[src/rtl/iq_gen_deadlock_report_decoder.sv]
// Purpose : decodes the deadlock monitor's block flag and per-channel info word, declares a deadlock
//           after T consecutive blocked samples and offers one latched report.
// Latency : blocked_now 1 cycle; rpt_valid rises in the cycle after the edge capturing the T-th blocked sample.
// Backpr. : report is held (valid + stable payload) until rpt_ready; inputs are ignored while waiting.
//
// Ports:
//   clock, reset (async active-low)       - clocking
//   block, axis_block_info                - monitor inputs; channel k field at [k*FIELD_W +: FIELD_W]
//   threshold                             - consecutive blocked samples required (0 behaves as 1)
//   clear                                 - one-cycle rearm pulse, beats every other event
//   blocked_now                           - registered decoded blocked-channel mask
//   rpt_valid/rpt_ready, rpt_channel,
//   rpt_chan_mask, rpt_cycles             - report handshake and payload
//   deadlock, proto_err                   - sticky status flags
module iq_gen_deadlock_report_decoder #(
   parameter int NUM_CH   = 3,
   parameter int FIELD_W  = 3,
   parameter int THRESH_W = 16,
   parameter int CNT_W    = 32,
   parameter int CH_W     = 2
) (
   input  logic                        clock,
   input  logic                        reset,
   input  logic                        block,
   input  logic [NUM_CH*FIELD_W-1:0]   axis_block_info,
   input  logic [THRESH_W-1:0]         threshold,
   input  logic                        clear,
   output logic [NUM_CH-1:0]           blocked_now,
   output logic                        rpt_valid,
   input  logic                        rpt_ready,
   output logic [CH_W-1:0]             rpt_channel,
   output logic [NUM_CH-1:0]           rpt_chan_mask,
   output logic [CNT_W-1:0]            rpt_cycles,
   output logic                        deadlock,
   output logic                        proto_err
);

   typedef enum logic [1:0] {S_IDLE, S_COUNT, S_REPORT, S_DONE} state_t;

   state_t              state_q, state_d;
   logic [CNT_W-1:0]    run_cnt_q, run_cnt_d;
   logic [CH_W-1:0]     first_ch_q, first_ch_d;
   logic [NUM_CH-1:0]   mask_acc_q, mask_acc_d;
   logic [CH_W-1:0]     rpt_channel_q, rpt_channel_d;
   logic [NUM_CH-1:0]   rpt_mask_q, rpt_mask_d;
   logic [CNT_W-1:0]    rpt_cycles_q, rpt_cycles_d;
   logic                deadlock_q, deadlock_d;
   logic                proto_err_q, proto_err_d;
   logic [NUM_CH-1:0]   blocked_now_q, blocked_now_d;

   // Field decode: channel k reports "blocked" with the one-cold pattern ~(1<<k);
   // anything other than that pattern or all-zero is malformed.
   logic [NUM_CH-1:0]   mask_c;
   logic                malformed_c;
   logic [FIELD_W-1:0]  fld_c, pat_c;
   logic [CH_W-1:0]     low_ch_c;

   always_comb begin
      mask_c      = '0;
      malformed_c = 1'b0;
      fld_c       = '0;
      pat_c       = '0;
      for (int k = 0; k < NUM_CH; k++) begin
         fld_c = axis_block_info[k*FIELD_W +: FIELD_W];
         pat_c = ~(FIELD_W'(1) << k);
         if (fld_c == pat_c)
            mask_c[k] = 1'b1;
         else if (fld_c != '0)
            malformed_c = 1'b1;
      end
      low_ch_c = '0;
      for (int k = NUM_CH - 1; k >= 0; k--) begin
         if (mask_c[k]) low_ch_c = CH_W'(k);
      end
   end

   logic               valid_c, proto_c;
   logic [CNT_W-1:0]   t_eff_c, cnt_inc_c;

   assign valid_c   = block && (mask_c != '0);
   assign proto_c   = malformed_c || (block && (mask_c == '0)) || (!block && (axis_block_info != '0));
   assign t_eff_c   = (threshold == '0) ? CNT_W'(1) : CNT_W'(threshold);
   assign cnt_inc_c = (run_cnt_q == '1) ? run_cnt_q : run_cnt_q + CNT_W'(1);

   always_comb begin
      state_d       = state_q;
      run_cnt_d     = run_cnt_q;
      first_ch_d    = first_ch_q;
      mask_acc_d    = mask_acc_q;
      rpt_channel_d = rpt_channel_q;
      rpt_mask_d    = rpt_mask_q;
      rpt_cycles_d  = rpt_cycles_q;
      deadlock_d    = deadlock_q;
      proto_err_d   = proto_err_q | proto_c;
      // An inconsistent sample never contributes blocked channels.
      blocked_now_d = block ? mask_c : '0;

      unique case (state_q)
         S_IDLE: begin
            if (valid_c) begin
               run_cnt_d  = CNT_W'(1);
               first_ch_d = low_ch_c;
               mask_acc_d = mask_c;
               if (t_eff_c == CNT_W'(1)) begin
                  state_d       = S_REPORT;
                  rpt_channel_d = low_ch_c;
                  rpt_mask_d    = mask_c;
                  rpt_cycles_d  = CNT_W'(1);
                  deadlock_d    = 1'b1;
               end else begin
                  state_d = S_COUNT;
               end
            end
         end
         S_COUNT: begin
            if (valid_c) begin
               run_cnt_d  = cnt_inc_c;
               mask_acc_d = mask_acc_q | mask_c;
               // >= so a threshold lowered below the running count fires on the next sample.
               if (cnt_inc_c >= t_eff_c) begin
                  state_d       = S_REPORT;
                  rpt_channel_d = first_ch_q;
                  rpt_mask_d    = mask_acc_q | mask_c;
                  rpt_cycles_d  = cnt_inc_c;
                  deadlock_d    = 1'b1;
               end
            end else begin
               state_d    = S_IDLE;
               run_cnt_d  = '0;
               mask_acc_d = '0;
            end
         end
         S_REPORT: begin
            if (rpt_ready) state_d = S_DONE;
         end
         default: ;  // S_DONE: hold until clear
      endcase

      if (clear) begin
         state_d       = S_IDLE;
         run_cnt_d     = '0;
         first_ch_d    = '0;
         mask_acc_d    = '0;
         rpt_channel_d = '0;
         rpt_mask_d    = '0;
         rpt_cycles_d  = '0;
         deadlock_d    = 1'b0;
         proto_err_d   = 1'b0;
      end
   end

   always_ff @(posedge clock or negedge reset) begin
      if (!reset) begin
         state_q       <= S_IDLE;
         run_cnt_q     <= '0;
         first_ch_q    <= '0;
         mask_acc_q    <= '0;
         rpt_channel_q <= '0;
         rpt_mask_q    <= '0;
         rpt_cycles_q  <= '0;
         deadlock_q    <= 1'b0;
         proto_err_q   <= 1'b0;
         blocked_now_q <= '0;
      end else begin
         state_q       <= state_d;
         run_cnt_q     <= run_cnt_d;
         first_ch_q    <= first_ch_d;
         mask_acc_q    <= mask_acc_d;
         rpt_channel_q <= rpt_channel_d;
         rpt_mask_q    <= rpt_mask_d;
         rpt_cycles_q  <= rpt_cycles_d;
         deadlock_q    <= deadlock_d;
         proto_err_q   <= proto_err_d;
         blocked_now_q <= blocked_now_d;
      end
   end

   assign rpt_valid     = (state_q == S_REPORT);
   assign rpt_channel   = rpt_channel_q;
   assign rpt_chan_mask = rpt_mask_q;
   assign rpt_cycles    = rpt_cycles_q;
   assign deadlock      = deadlock_q;
   assign proto_err     = proto_err_q;
   assign blocked_now   = blocked_now_q;

endmodule

[config.mk]
export PLATFORM = sky130hd
export DESIGN_NAME = iq_gen_deadlock_report_decoder
export DESIGN_NICKNAME = d
export VERILOG_FILES = /design/src/rtl/iq_gen_deadlock_report_decoder.sv
export SDC_FILE = /design/constraint.sdc
export NUM_CORES = 1
export LEC_CHECK = 0
export ABC_AREA = 1
export CELL_PAD_IN_SITES_DETAIL_PLACEMENT = 1
export CELL_PAD_IN_SITES_GLOBAL_PLACEMENT = 1
export CORE_UTILIZATION = 43
export DETAILED_ROUTE_END_ITERATION = 8
export GPL_TIMING_DRIVEN = 0
export PLACE_DENSITY_LB_ADDON = 0.1
export SYNTH_ARGS = -nofsm -noshare
export SYNTH_HDL_FRONTEND = slang
export SYNTH_SLANG_ARGS = --single-unit
[constraint.sdc]
create_clock -name clock -period 10.2 [get_ports clock]
set_clock_uncertainty 0.05 [all_clocks]
set_input_delay 2.55 -clock clock [delete_from_list [all_inputs] [get_ports clock]]
set_output_delay 2.55 -clock clock [all_outputs]
set_load 0.02 [all_outputs]
==> flow_summary.ini, run 1 <==
[status]
status = completed

[power]
switching_power_mw = 0.333
swShare = 0.352
power.internal_mw = 0.613
power_frac_clock = 0.385
combinationalPowerShare = 0.262
seq_power_share = 0.354
power-per-cell-area_nw_per_um2 = 144
vdd_ir_drop_max_uv = 62.0
p_leak_nw = 3.26

[layout]
nFillCells = 1600
final_nets = 911
antenna_cells = 0
stdcell_count = 1013
drive_gt1_frac = 0.0531
final_cell_area_um2 = 6560
syn_to_final_growth_pct = 23.5
final_util = 0.546

[worst_hold_path]
min_from = rpt_cycles[8]$_DFFE_PN0P_
worst_hold_path_type = flip-flop to flip-flop

[placement]
portBuffers = 72
place_ws_ns = 4.66
dp_cells = 997
dpl_cell_area_um2 = 6240
gp_congestion = 0.967
dp_hpwl_mm = 15.2

[logic_synthesis]
syn-num-nets = 827
synthTopCellsByArea = dfrtp_1, nand2_1, inv_1
synth_common_cells = nand2_1, inv_1, nor2_1
yosysSeqAreaShare = 0.381
synth.most_common_cell = nand2_1
synthCells = 777
syn_area_um2 = 5310
synthArstFlopShare = 1.00
yosysTopAreaCell = dfrtp_1
synth_warnings = 0
synth_edf_count = 0
avgSynthCellArea_um2 = 6.84
synth-seq-cells = 81
synth.distinct_cells = 30
synth_top_area_frac = 0.381
ys.flop_type = dfrtp_1

[clock_tree]
clockBufferDepth = 2
cts.sink_count = 81
cts_resized = 0
clkTransAtPathRegs_ns = 0.07
cts-root-buf = clkbuf_16
numCtsBuffers = 9
h-tree-depth = 3
clk_latency_ns = 0.35
cts_tree = built
cts_hold_buf = 0
post_cts_buffers = 0

[timing]
slew_viol_final = 0
rsz0062_at_grt = no
setup_ws_ns = 4.98
finalSetupViolCount = 0
max_clock_freq_mhz = 192
hold_viol = 0
finalCritPeriodShare = 0.511
min_period_ns = 5.22
relSlewSlack = 0.491
tns_ns = 0
worstMarginPinSlew_ns = 0.758

[floorplanning]
start_util = 0.442
die_w_um = 113
die_h_um = 113
dieArea_um2 = 12800
rows = 40
io_pins = 73
fp.coreArea_um2 = 12000

[setup_path]
crit_chain = clkdlybuf4s50_1, nor2_1, and3_1, nand3_1, nand2_1, ha_1, inv_1, nand2_1, nand2_1, nand2_1, nand2_1, nand2_1, nand2_1, nand2_1, nand2_1, nand2_1, nand2_1, nand2_1, a21oi_1, nand2_1, buf_4, buf_2, nand4_1, nand2_1
cp_slowest_cell = clkdlybuf4s50_1
cp-end-kind = flip-flop
crit_path_start = threshold[12]
crit_type = primary input to flip-flop
cp_data_arrival_time_ns = 5.41
cp_max_fo = 10
start_kind = primary input
cp_common_cell = nand2_1
required_ns = 10.39
r2r_start = run_cnt_q[0]$_DFFE_PN0P_
rrSetupSlack_ns = 5.66
critical-path-max-stage-delay_ns = 0.43

[route]
drt-initial-drc-count = 306
vias_per_cell = 5.66
ant_nets = 0
routed_wl_mm = 19.3
drc_errors = 0
wl_per_cell_um = 19.1
drt_pass1_iterations = 4
vias = 5729

[job]
drv_cap = 0

[grt]
track_usage = 0.322
grt_start_max_net_pins = 51
grt_pass1_wl_mm = 31.5
grt_pass1_vias = 6092
overflow = 0
antenna_found_initial = 0
## final timing paths
kind / endpoint / cells past startpoint
worst max-delay path: rpt_cycles[30]$_DFFE_PN0P_ / 24
worst min-delay path: rpt_cycles[8]$_DFFE_PN0P_ / 2
worst max register to register: rpt_cycles[30]$_DFFE_PN0P_ / 22
worst min register to register: rpt_cycles[8]$_DFFE_PN0P_ / 2
max in group asynchronous: run_cnt_q[17]$_DFFE_PN0P_ / 2
min in group asynchronous: deadlock$_DFFE_PN0P_ / 1
## power groups by stage
stage	Combinational, mW	Sequential, mW	Clock, mW
floorplan	0.145	0.341	0
global placement	0.233	0.339	0
detailed placement	0.242	0.340	0
CTS	0.245	0.334	0.363
global route	0.271	0.335	0.375
finish	0.248	0.335	0.364
## cell usage in the layout (no fill, tap or decap), types with 3 or more instances in the layout
master / Yosys / final
a211oi_1: 3 / 3
a21oi_1: 17 / 17
buf_2: 8 / 8
buf_4: 3 / 4
buf_6: 4 / 4
clkbuf_1: 15 / 16
clkbuf_16: 0 / 9
clkdlybuf4s50_1: 0 / 71
dfrtp_1: 81 / 81
ha_1: 20 / 20
inv_1: 111 / 111
nand2_1: 215 / 215
nand3_1: 71 / 71
nand4_1: 45 / 45
nor2_1: 90 / 90
nor2_2: 7 / 7
nor3_1: 10 / 10
o21ai_0: 29 / 29
o22ai_1: 21 / 21
xor2_1: 8 / 8
## cell type report
cell class | count | area, um^2 | share of cell area
clock buffers | 10 | 229 | 0.0349
clock inverters | 6 | 90.1 | 0.0137
inverters | 115 | 432 | 0.0658
repair buffers | 73 | 746 | 0.114
multi-input cells | 549 | 2680 | 0.409
plain buffers | 32 | 171 | 0.0261
flip-flops and latches | 81 | 2030 | 0.309
well taps | 147 | 184 | 0.0280
## sequential cells by signal, summed over array words and instances (netlist names)
| name | cells |
|---|---|
| rpt_cycles | 32 |
| run_cnt_q | 32 |
| blocked_now | 3 |
| mask_acc_q | 3 |
| rpt_chan_mask | 3 |
| first_ch_q | 2 |
| rpt_channel | 2 |
| state_q | 2 |
| deadlock | 1 |
| proto_err | 1 |
## worst max-delay path, delay by kind of cell
family,cells,cell delay (ns)
simple gates,18,1.44
buf+inv,4,0.86
compound gates,1,0.30
fa+ha+maj,1,0.23
## layer usage
metal | routed length, um | GRT usage | share of wire
met1 | 8540 | 0.413 | 0.44
met2 | 9200 | 0.537 | 0.48
met3 | 960 | 0.0514 | 0.050
met4 | 632 | 0.142 | 0.033
met5 | 0 | 0 | 0
## cells by family after synthesis
kind of cell,share of synthesized area
buffers and inverters,0.113
adder cells (fa/ha/maj),0.0471
AND/OR/NAND/NOR,0.365
AO/OA/AOI/OAI,0.0798
flip-flops,0.381
XOR/XNOR,0.0132
## stage by stage
step | hold WS (ns) | total power, mW
floorplan | 0.417 | 0.486
global placement | 0.435 | 0.572
detailed placement | 0.447 | 0.582
CTS | 0.466 | 0.942
global route | 0.490 | 0.980
finish | 0.458 | 0.946
(Power assumes the default switching activity.)
==> inputs of run 2 (changes only) <==
--- a/config.mk
+++ b/config.mk
@@ -8,7 +8,7 @@
 export ABC_AREA = 1
 export CELL_PAD_IN_SITES_DETAIL_PLACEMENT = 1
 export CELL_PAD_IN_SITES_GLOBAL_PLACEMENT = 1
-export CORE_UTILIZATION = 43
+export CORE_UTILIZATION = 36
 export DETAILED_ROUTE_END_ITERATION = 8
 export GPL_TIMING_DRIVEN = 0
 export PLACE_DENSITY_LB_ADDON = 0.1
==> constraint.sdc (replaced) <==
create_clock -name clock -period 4.28 [get_ports clock]
set_clock_uncertainty 0.05 [all_clocks]
set_input_delay 1.07 -clock clock [delete_from_list [all_inputs] [get_ports clock]]
set_output_delay 1.07 -clock clock [all_outputs]
set_load 0.02 [all_outputs]
==> run 2 against run 1 <==
  * Register-to-register slack got worse by 5.3 ns
  * Sequential power increased by 140%
  * Clock-buffer cell count decreased by 1
  * Design area increased by 0.86%
  * Global-route usage decreased by 5.9 points
  * Clock power increased by 140%
  * Critical path type is now flip-flop to flip-flop
  * Largest cell class unchanged
  * Critical endpoint is now rpt_cycles[2]$_DFFE_PN0P_
  * Wire length decreased by 2.6%
==> flow_summary.ini, run 2 (synthesized netlist as in run 1, its figures left out) <==
[setup_path]
cp_slowest_cell = dfrtp_2
crit_type = flip-flop to flip-flop
required_ns = 4.46
worst-r2r-cell-count = 21
cp_data_arrival_time_ns = 4.10
cp_common_cell = nand2_1
crit_family = simple AND/OR/NAND/NOR gates
cp-end-kind = flip-flop
crit_chain = ha_2, nand3_2, inv_2, nand2_2, nor2_4, nand4_1, nand2_1, xor2_1, ha_1, a21oi_1, o21ai_0, nor2_1, nand3_1, nor2_1, nand3_1, nor2_2, nand2_1, buf_4, buf_2, nand4_1, nand2_1
crit_cells = 21
crit_buf_inv = 3
start_kind = flip-flop
critical-path-max-stage-delay_ns = 0.43
cp_max_fo = 10

[grt]
grt_pass1_vias = 5593
track_usage = 0.263
grt_pass1_wl_mm = 29.7
grt_start_max_net_pins = 57
antenna_found_initial = 0
overflow = 0

[route]
drc_errors = 0
ant_nets = 0
vias_per_cell = 5.18
drt_pass1_iterations = 4
drt-initial-drc-count = 312
vias = 5433
wl_per_cell_um = 17.9
routed_wl_mm = 18.8

[layout]
final_cell_area_um2 = 6620
final_nets = 911
final_util = 0.457
final_common_cell = nand2_1
syn_to_final_growth_pct = 24.6
antenna_cells = 0
nFillCells = 1874
layout_common_cells = nand2_1, inv_1, nor2_1, dfrtp_1
drive_gt1_frac = 0.0590

[floorplanning]
fp.coreArea_um2 = 14500
io_pins = 73
start_util = 0.367
die_w_um = 123
die_h_um = 123
rows = 44
dieArea_um2 = 15300

[timing]
setup_ws_ns = 0.365
finalSetupViolCount = 0
whs_ns = 0.454
max_clock_freq_mhz = 255
hold_viol = 0
min_period_ns = 3.91
relSlewSlack = 0.513
finalCritPeriodShare = 0.915
rsz0062_at_grt = no
worstMarginPinSlew_ns = 0.724
slew_viol_final = 0

[power]
power-per-cell-area_nw_per_um2 = 339
p_leak_nw = 3.26
vdd_ir_drop_max_uv = 203
finalPower_mw = 2.24

[clock_tree]
cts-root-buf = clkbuf_16
numCtsBuffers = 9
cts_tree = built
clockBufferDepth = 2
clkTransAtPathRegs_ns = 0.07
cts.sink_count = 81
clk_latency_ns = 0.35
cts_hold_buf = 0
h-tree-depth = 3

[status]
status = completed

[placement]
dp_hpwl_mm = 15.3
gp_congestion = 0.880
dpl_cell_area_um2 = 6290
portBuffers = 72
place_ws_ns = -0.266

[worst_hold_path]
worst_hold_path_type = flip-flop to flip-flop
min_path_cells = 2

[job]
drv_cap = 0
[run 2: repair_timing]
action	CTS	global route
setup endpoints to repair	38	31
setup buffers	1	0
pin swaps	1	0
hold endpoints to repair	0	0
resized for setup	0	4
[run 2: worst register-to-register path: stages (launching register included)]
cell and delay, ns:
dfrtp_2 0.43, ha_2 0.25, nand3_2 0.12, inv_2 0.15, nand2_2 0.12, nor2_4 0.19
nand4_1 0.20, nand2_1 0.14, xor2_1 0.25, ha_1 0.29, a21oi_1 0.14, o21ai_0 0.09
nor2_1 0.17, nand3_1 0.11, nor2_1 0.11, nand3_1 0.13, nor2_2 0.20, nand2_1 0.11
buf_4 0.19, buf_2 0.19, nand4_1 0.11, nand2_1 0.06
[run 2: metal layers]
metal  wire [um]  global-route usage  share of wire  vias up
li1            -                   -              -     2694
met1        8920               0.354           0.47     2630
met2        8890               0.442           0.47       90
met3         775              0.0323          0.041       19
met4         247              0.0723          0.013        0
met5           0                   0              0        -
[run 2: path summary, 6_finish.rpt]
path                                           start                        end  slack [ns]
min reg2reg                rpt_cycles[0]$_DFFE_PN0P_  rpt_cycles[0]$_DFFE_PN0P_        0.45
max                         run_cnt_q[0]$_DFFE_PN0P_  rpt_cycles[2]$_DFFE_PN0P_        0.37
max reg2reg                 run_cnt_q[0]$_DFFE_PN0P_  rpt_cycles[2]$_DFFE_PN0P_        0.37
min                        rpt_cycles[0]$_DFFE_PN0P_  rpt_cycles[0]$_DFFE_PN0P_        0.45
max in group asynchronous                      reset  run_cnt_q[23]$_DFFE_PN0P_        2.96
min in group asynchronous                      reset       deadlock$_DFFE_PN0P_        0.59
[run 2: metrics by stage]
stage,instances,TNS [ns]
global placement,1033,-92.34
global route,1049,0
detailed placement,1034,-8.13
floorplan,777,0
CTS,1049,0
finish,1049,0
[run 2: final cells by class]
class	count	area, um^2	area share
Buffer	31	168	0.0253
Tap cell	184	230	0.0348
Sequential cell	81	2030	0.307
Clock inverter	6	92.6	0.0140
Inverter	115	432	0.0652
Clock buffer	9	225	0.0340
Multi-Input combinational cell	549	2690	0.406
Timing Repair Buffer	74	753	0.114
[run 2: power breakdown]
group	switching, mW	internal (mW)
combinational	0.422	0.165
clock	0.349	0.511
sequential	0.0140	0.782
==> inputs of run 3 (changes only) <==
--- a/config.mk
+++ b/config.mk
@@ -9,6 +9,7 @@
 export CELL_PAD_IN_SITES_DETAIL_PLACEMENT = 1
 export CELL_PAD_IN_SITES_GLOBAL_PLACEMENT = 1
 export CORE_UTILIZATION = 36
+export CTS_CLUSTER_SIZE = 14
 export DETAILED_ROUTE_END_ITERATION = 8
 export GPL_TIMING_DRIVEN = 0
 export PLACE_DENSITY_LB_ADDON = 0.1
==> results of run 3 <==
Same layout as run 2: the final DEF is identical, and so are final timing and power.
